[src/rtl/if_id_stage_if.sv]
// rtl/if_id_stage_if.sv - IF/ID stage signal bundle: fetch, EX feedback and decode-side outputs
interface if_id_stage_if #(
  parameter int CNT_W = 32
);
  logic             fetch_valid_i;
  logic [31:0]      fetch_PC_i;
  logic [31:0]      fetch_pcPlus4_i;
  logic [31:0]      fetch_instr_i;
  logic             redirect_i;
  logic             ex_MemRead_i;
  logic [4:0]       ex_rd_i;
  logic [31:0]      PC_o;
  logic [31:0]      pcPlus4_o;
  logic [31:0]      instr_o;
  logic             valid_o;
  logic [4:0]       rs1_o;
  logic [4:0]       rs2_o;
  logic             stall_o;
  logic             bubble_o;
  logic [CNT_W-1:0] stall_cnt_o;
  logic [CNT_W-1:0] flush_cnt_o;

  modport master (
    output fetch_valid_i, fetch_PC_i, fetch_pcPlus4_i, fetch_instr_i,
    output redirect_i, ex_MemRead_i, ex_rd_i,
    input  PC_o, pcPlus4_o, instr_o, valid_o, rs1_o, rs2_o,
    input  stall_o, bubble_o, stall_cnt_o, flush_cnt_o
  );

  modport slave (
    input  fetch_valid_i, fetch_PC_i, fetch_pcPlus4_i, fetch_instr_i,
    input  redirect_i, ex_MemRead_i, ex_rd_i,
    output PC_o, pcPlus4_o, instr_o, valid_o, rs1_o, rs2_o,
    output stall_o, bubble_o, stall_cnt_o, flush_cnt_o
  );
endinterface

[src/rtl/if_id_stage.sv]
// rtl/if_id_stage.sv - IF/ID pipeline register with load-use hazard detect, redirect squash and perf counters
module if_id_stage #(
  parameter int DROP_CYCLES = 1,
  parameter int CNT_W       = 32
) (
  input logic          clk_i,
  input logic          rst_i,
  if_id_stage_if.slave bus
);
  localparam logic [31:0] NOP = 32'h00000013;
  localparam int DROP_W = (DROP_CYCLES < 1) ? 1 : $clog2(DROP_CYCLES + 1);
  localparam logic [DROP_W-1:0] DROP_LOAD = DROP_W'(DROP_CYCLES);

  logic [31:0]       pc_q, pc_d;
  logic [31:0]       pc_plus4_q, pc_plus4_d;
  logic [31:0]       instr_q, instr_d;
  logic              valid_q, valid_d;
  logic [DROP_W-1:0] drop_cnt_q, drop_cnt_d;
  logic [CNT_W-1:0]  stall_cnt_q, stall_cnt_d;
  logic [CNT_W-1:0]  flush_cnt_q, flush_cnt_d;

  logic [4:0] rs1;
  logic [4:0] rs2;
  logic       hazard;

  assign rs1 = instr_q[19:15];
  assign rs2 = instr_q[24:20];

  // rs2 is compared for every format; the occasional needless stall is accepted.
  assign hazard = valid_q & bus.ex_MemRead_i & (bus.ex_rd_i != 5'd0) &
                  ((bus.ex_rd_i == rs1) | (bus.ex_rd_i == rs2));

  always_comb begin
    pc_d        = pc_q;
    pc_plus4_d  = pc_plus4_q;
    instr_d     = instr_q;
    valid_d     = valid_q;
    drop_cnt_d  = drop_cnt_q;
    stall_cnt_d = stall_cnt_q;
    flush_cnt_d = flush_cnt_q;

    if (bus.redirect_i) begin
      valid_d    = 1'b0;
      instr_d    = NOP;
      drop_cnt_d = DROP_LOAD;
      if (flush_cnt_q != '1) flush_cnt_d = flush_cnt_q + CNT_W'(1);
    end else if (hazard) begin
      if (stall_cnt_q != '1) stall_cnt_d = stall_cnt_q + CNT_W'(1);
    end else if (drop_cnt_q != '0) begin
      // Stale fetch still in flight from the wrong path.
      valid_d    = 1'b0;
      instr_d    = NOP;
      drop_cnt_d = drop_cnt_q - DROP_W'(1);
    end else if (bus.fetch_valid_i) begin
      pc_d       = bus.fetch_PC_i;
      pc_plus4_d = bus.fetch_pcPlus4_i;
      instr_d    = bus.fetch_instr_i;
      valid_d    = 1'b1;
    end else begin
      valid_d = 1'b0;
      instr_d = NOP;
    end
  end

  always_ff @(posedge clk_i) begin
    if (rst_i) begin
      pc_q        <= '0;
      pc_plus4_q  <= '0;
      instr_q     <= NOP;
      valid_q     <= 1'b0;
      drop_cnt_q  <= '0;
      stall_cnt_q <= '0;
      flush_cnt_q <= '0;
    end else begin
      pc_q        <= pc_d;
      pc_plus4_q  <= pc_plus4_d;
      instr_q     <= instr_d;
      valid_q     <= valid_d;
      drop_cnt_q  <= drop_cnt_d;
      stall_cnt_q <= stall_cnt_d;
      flush_cnt_q <= flush_cnt_d;
    end
  end

  assign bus.PC_o        = pc_q;
  assign bus.pcPlus4_o   = pc_plus4_q;
  assign bus.instr_o     = instr_q;
  assign bus.valid_o     = valid_q;
  assign bus.rs1_o       = rs1;
  assign bus.rs2_o       = rs2;
  assign bus.stall_o     = hazard & ~bus.redirect_i;
  assign bus.bubble_o    = hazard | bus.redirect_i;
  assign bus.stall_cnt_o = stall_cnt_q;
  assign bus.flush_cnt_o = flush_cnt_q;
endmodule
[src/flat_wrapper.sv]
// flat-port wrapper written by rule: the top's interface ports become plain ports
module if_id_stage_flat 
#(
  parameter int DROP_CYCLES = 1,
  parameter int CNT_W       = 32
)
  (clk_i, rst_i, bus_fetch_valid_i, bus_fetch_PC_i, bus_fetch_pcPlus4_i, bus_fetch_instr_i, bus_redirect_i, bus_ex_MemRead_i, bus_ex_rd_i, bus_PC_o, bus_pcPlus4_o, bus_instr_o, bus_valid_o, bus_rs1_o, bus_rs2_o, bus_stall_o, bus_bubble_o, bus_stall_cnt_o, bus_flush_cnt_o);
  if_id_stage_if #(.CNT_W(CNT_W)) bus_i ();
  input logic clk_i;
  input logic rst_i;
  input wire logic [$bits(bus_i.fetch_valid_i)-1:0] bus_fetch_valid_i;
  input wire logic [$bits(bus_i.fetch_PC_i)-1:0] bus_fetch_PC_i;
  input wire logic [$bits(bus_i.fetch_pcPlus4_i)-1:0] bus_fetch_pcPlus4_i;
  input wire logic [$bits(bus_i.fetch_instr_i)-1:0] bus_fetch_instr_i;
  input wire logic [$bits(bus_i.redirect_i)-1:0] bus_redirect_i;
  input wire logic [$bits(bus_i.ex_MemRead_i)-1:0] bus_ex_MemRead_i;
  input wire logic [$bits(bus_i.ex_rd_i)-1:0] bus_ex_rd_i;
  output wire logic [$bits(bus_i.PC_o)-1:0] bus_PC_o;
  output wire logic [$bits(bus_i.pcPlus4_o)-1:0] bus_pcPlus4_o;
  output wire logic [$bits(bus_i.instr_o)-1:0] bus_instr_o;
  output wire logic [$bits(bus_i.valid_o)-1:0] bus_valid_o;
  output wire logic [$bits(bus_i.rs1_o)-1:0] bus_rs1_o;
  output wire logic [$bits(bus_i.rs2_o)-1:0] bus_rs2_o;
  output wire logic [$bits(bus_i.stall_o)-1:0] bus_stall_o;
  output wire logic [$bits(bus_i.bubble_o)-1:0] bus_bubble_o;
  output wire logic [$bits(bus_i.stall_cnt_o)-1:0] bus_stall_cnt_o;
  output wire logic [$bits(bus_i.flush_cnt_o)-1:0] bus_flush_cnt_o;
  assign bus_i.fetch_valid_i = bus_fetch_valid_i;
  assign bus_i.fetch_PC_i = bus_fetch_PC_i;
  assign bus_i.fetch_pcPlus4_i = bus_fetch_pcPlus4_i;
  assign bus_i.fetch_instr_i = bus_fetch_instr_i;
  assign bus_i.redirect_i = bus_redirect_i;
  assign bus_i.ex_MemRead_i = bus_ex_MemRead_i;
  assign bus_i.ex_rd_i = bus_ex_rd_i;
  assign bus_PC_o = bus_i.PC_o;
  assign bus_pcPlus4_o = bus_i.pcPlus4_o;
  assign bus_instr_o = bus_i.instr_o;
  assign bus_valid_o = bus_i.valid_o;
  assign bus_rs1_o = bus_i.rs1_o;
  assign bus_rs2_o = bus_i.rs2_o;
  assign bus_stall_o = bus_i.stall_o;
  assign bus_bubble_o = bus_i.bubble_o;
  assign bus_stall_cnt_o = bus_i.stall_cnt_o;
  assign bus_flush_cnt_o = bus_i.flush_cnt_o;
  if_id_stage #(.DROP_CYCLES(DROP_CYCLES), .CNT_W(CNT_W)) u_core (.clk_i(clk_i), .rst_i(rst_i), .bus(bus_i));
endmodule
[config.mk]
export PLATFORM = sky130hd
export DESIGN_NAME = if_id_stage_flat
export DESIGN_NICKNAME = d
export VERILOG_FILES = /design/src/rtl/if_id_stage_if.sv /design/src/rtl/if_id_stage.sv /design/src/flat_wrapper.sv
export SDC_FILE = /design/constraint.sdc
export NUM_CORES = 1
export LEC_CHECK = 0
export CORE_AREA = 5 5 128 155
export CTS_CLUSTER_SIZE = 8
export DETAILED_ROUTE_END_ITERATION = 8
export DIE_AREA = 0 0 133 160
export GPL_ROUTABILITY_DRIVEN = 0
export PLACE_DENSITY = 0.71
export SLEW_MARGIN = 10
export SYNTH_ARGS = -nofsm -noshare
export SYNTH_HDL_FRONTEND = slang
export SYNTH_SLANG_ARGS = --single-unit
[constraint.sdc]
create_clock -name clk_i -period 2.2 [get_ports clk_i]
set_clock_uncertainty 0.1 [all_clocks]
set_input_delay 0.33 -clock clk_i [delete_from_list [all_inputs] [get_ports clk_i]]
set_output_delay 0.33 -clock clk_i [all_outputs]
set_load 0.01 [all_outputs]
==> results.tsv <==
metric	value	unit
r2r worst-path depth	7	
Initial Utilization	38.5	%
Final #Nets	1255	
Worst Slack Setup Final	-91.3	ps
startpoint types	flop	
final setup vio count	12	
hold_buf cts	0	
Critical Path Start	u_core.bus.stall_cnt_o[0]	
die extent in x	133	µm
largest net degree at the start of global routing	59	
GR Overflow Total	0	
CP Max Fanout	4	
fin area	11500	µm²
Critical Path AT	2510	ps
drt initial violations	250	
Pwr Total	6.82	mW
Slew Limit Fails	0	
Final HPWL DP	16800	µm
Final Cycle Share	104	%
CTS sink cnt	162	
P&R area growth vs syn	65.4	%
area of the multi-input gates	3530	µm²
total core area	18000	µm²
Slew @ Worst Pin	631	ps
crit end category	flop	
Fmax achieved	0.436	GHz
routed len/inst	16.5	µm
Top FF cell, synth	dfxtp_1	
reg2reg end	u_core.bus.stall_cnt_o[28]	
top-level I/O count	279	
worst hold path class	in -> reg	
cts bufs inserted	17	
Post-DRT Antenna Nets	0	
Syn Inst Count	784	
DR pass1 iterations	4	
die area	21300	µm²
Worst slew margin	58.0	%
Filler cells	1523	
first-pass GRT wire length	35300	µm
sequential cell area	3250	µm²
Root Buffer	clkbuf_16	
maximum VDD drop	0.428	mV
R2R Path Start	u_core.bus.stall_cnt_o[0]	
vias per inst	5.06	
flop2flop setup slack	-90	ps
FF+latch count, synth	162	
MaxCap Viol Count	0	
Final Hold Viols	0	
crit path to	u_core.bus.stall_cnt_o[28]	
critical path class	reg -> reg	
Inserted Diodes	0	
min cycle time layout	2290	ps
sequential fraction of the synthesis area	46.6	%
synth warn	0	
Cell Area, Synth	6950	µm²
placed cell count	1338	
layout cells sized above 1	17.8	%
Cell Pwr Density	593	nW/µm²
vias in the first global route	6850	
Non-Filler Instances	1384	
Overall Global Routing Usage	20.4	%
maximum root-to-sink buffer count	2	
EDFF count, synth	0	
number of remaining DRC errors	0	
failing checks	negative setup slack	
Cell Area, Placed	10600	µm²
CTS tree	done	
syn nets	892	
Max H-tree Level	4	
RSZ-0062 raised after global routing	yes	
Core Rows	54	
initial antenna violation count	0	
Post-Syn Area per Cell	8.87	µm²
status	complete, but fails checks	
wirelength, routed	22900	µm
CP Data Required Time	2420	ps
Worst-Skew Late Latency	420	ps
Synth cell types	38	
Buffers on Ports	278	
die height	160	µm
Async S/R FF share, synth	0	%
WHS	225	ps
routed vias	7005	
Worst-path clk slew	70	ps
Lkg Pwr	4.27	nW
-- layout make-up --
class	instances	share of cell area, %
repair buffers	397	33.2
multi-input cells	564	30.7
flip-flops and latches	162	28.3
clock buffers	18	3.73
well taps	224	2.44
clock inverters	14	1.46
inverters	5	0.163
-- power by group --
group	leakage, nW	switching [mW]	total, mW	internal (mW)
clock network	0.292	1.32	3.03	1.71
logic	2.66	0.299	0.749	0.450
registers	1.32	0.0397	3.04	3.00
total	4.27	1.65	6.82	5.17
-- metal layers --
| layer | vias up | part of all wire, % | GRT usage (%) |
|---|---|---|---|
| li1 | 3449 | - | - |
| met1 | 3236 | 39 | 22.8 |
| met2 | 292 | 48 | 35.0 |
| met3 | 28 | 11 | 10.0 |
| met4 | 0 | 1.5 | 4.82 |
| met5 | - | 0 | 0 |
-- cells in the mapped netlist, drive strengths merged, types with 10 or more instances --
cell      n  area (µm²)
nor3     14        70.1
buf      25         246
or4      10        82.6
nand3    57         285
nor2    125         469
nand4    32         200
xnor2    16         140
xor2     24         210
dfxtp   162        3240
and3     12        75.1
mux2i    67         671
a21oi    55         275
or3      19         119
clkbuf   28         105
o21ai    24         120
nand2    60         225
-- critical path, stage by stage (launching register included) --
cell	delay, ps
dfxtp_2	360
ha_4	140
nand4_1	220
or4_4	610
nor3_2	120
nand2_1	110
nor3_2	210
mux2_4	320
-- through the flow --
| step | setup TNS (ps) | worst slack [ps] | util (%) |
|---|---|---|---|
| finish | -453 | -91.3 | 63.7 |
| global route | -2480 | -167 | 63.7 |
| CTS | -41.6 | -21.2 | 62.5 |
| detailed placement | -63800 | -653 | 58.5 |
| global placement | -62330 | -638 | 58.5 |
| floorplan | 0 | 19.6 | - |
-- cell usage in the layout (no fill, tap or decap), types with 4 or more instances in the layout --
cell type        count
clkdlybuf4s50_1    270
dfxtp_1            155
nor2_1             122
buf_4              103
mux2i_1             64
nand2_1             58
a21oi_1             54
nand3_1             53
nand4_1             32
xor2_1              24
o21ai_0             23
clkbuf_16           20
or3_1               19
xnor2_1             15
and3_1              12
nor3_1               8
nor2b_1              7
dfxtp_2              7
or4_4                6
buf_6                6
buf_12               6
nor4_1               5
inv_1                5
nand3_2              4
or4_1                4
and2_1               4
mux2_2               4
inv_6                4
-- state kept, by name, indices dropped and copies added (netlist names) --
signal                  cells
u_core.bus.stall_cnt_o     32
u_core.drop_cnt_q           1
u_core.bus.instr_o         32
u_core.bus.pcPlus4_o       32
u_core.bus.flush_cnt_o     32
u_core.bus.PC_o            32
u_core.bus.valid_o          1
-- worst min path at each step --
stage,startpoint,endpoint,slack [ps],depth (start not counted)
2_1_floorplan,u_core.drop_cnt_q,u_core.drop_cnt_q,370,2
3_3_place_gp,u_core.bus.instr_o[3],u_core.bus.instr_o[3],340,2
3_5_place_dp,u_core.bus.instr_o[28],u_core.bus.instr_o[28],340,2
4_1_cts,rst_i,u_core.bus.pcPlus4_o[25],210,2
5_1_grt,rst_i,u_core.bus.pcPlus4_o[29],230,2
6_report,rst_i,u_core.bus.pcPlus4_o[25],220,2
-- what timing repair did --
item,CTS,global route
gates cloned,1,4
setup buffers,3,7
gates resized for setup,39,35
pin swaps,5,21
setup endpoints to repair,79,84
-- logic make-up after synthesis --
family	count (synthesis)	share of synthesized area, %
simple gates	358	24.7
flops	162	46.6
compound gates	91	7.32
mux	73	10.6
buf+inv	58	5.33
xor+xnor	40	5.04
fa+ha+maj	2	0.360
(Power assumes the default switching activity.)
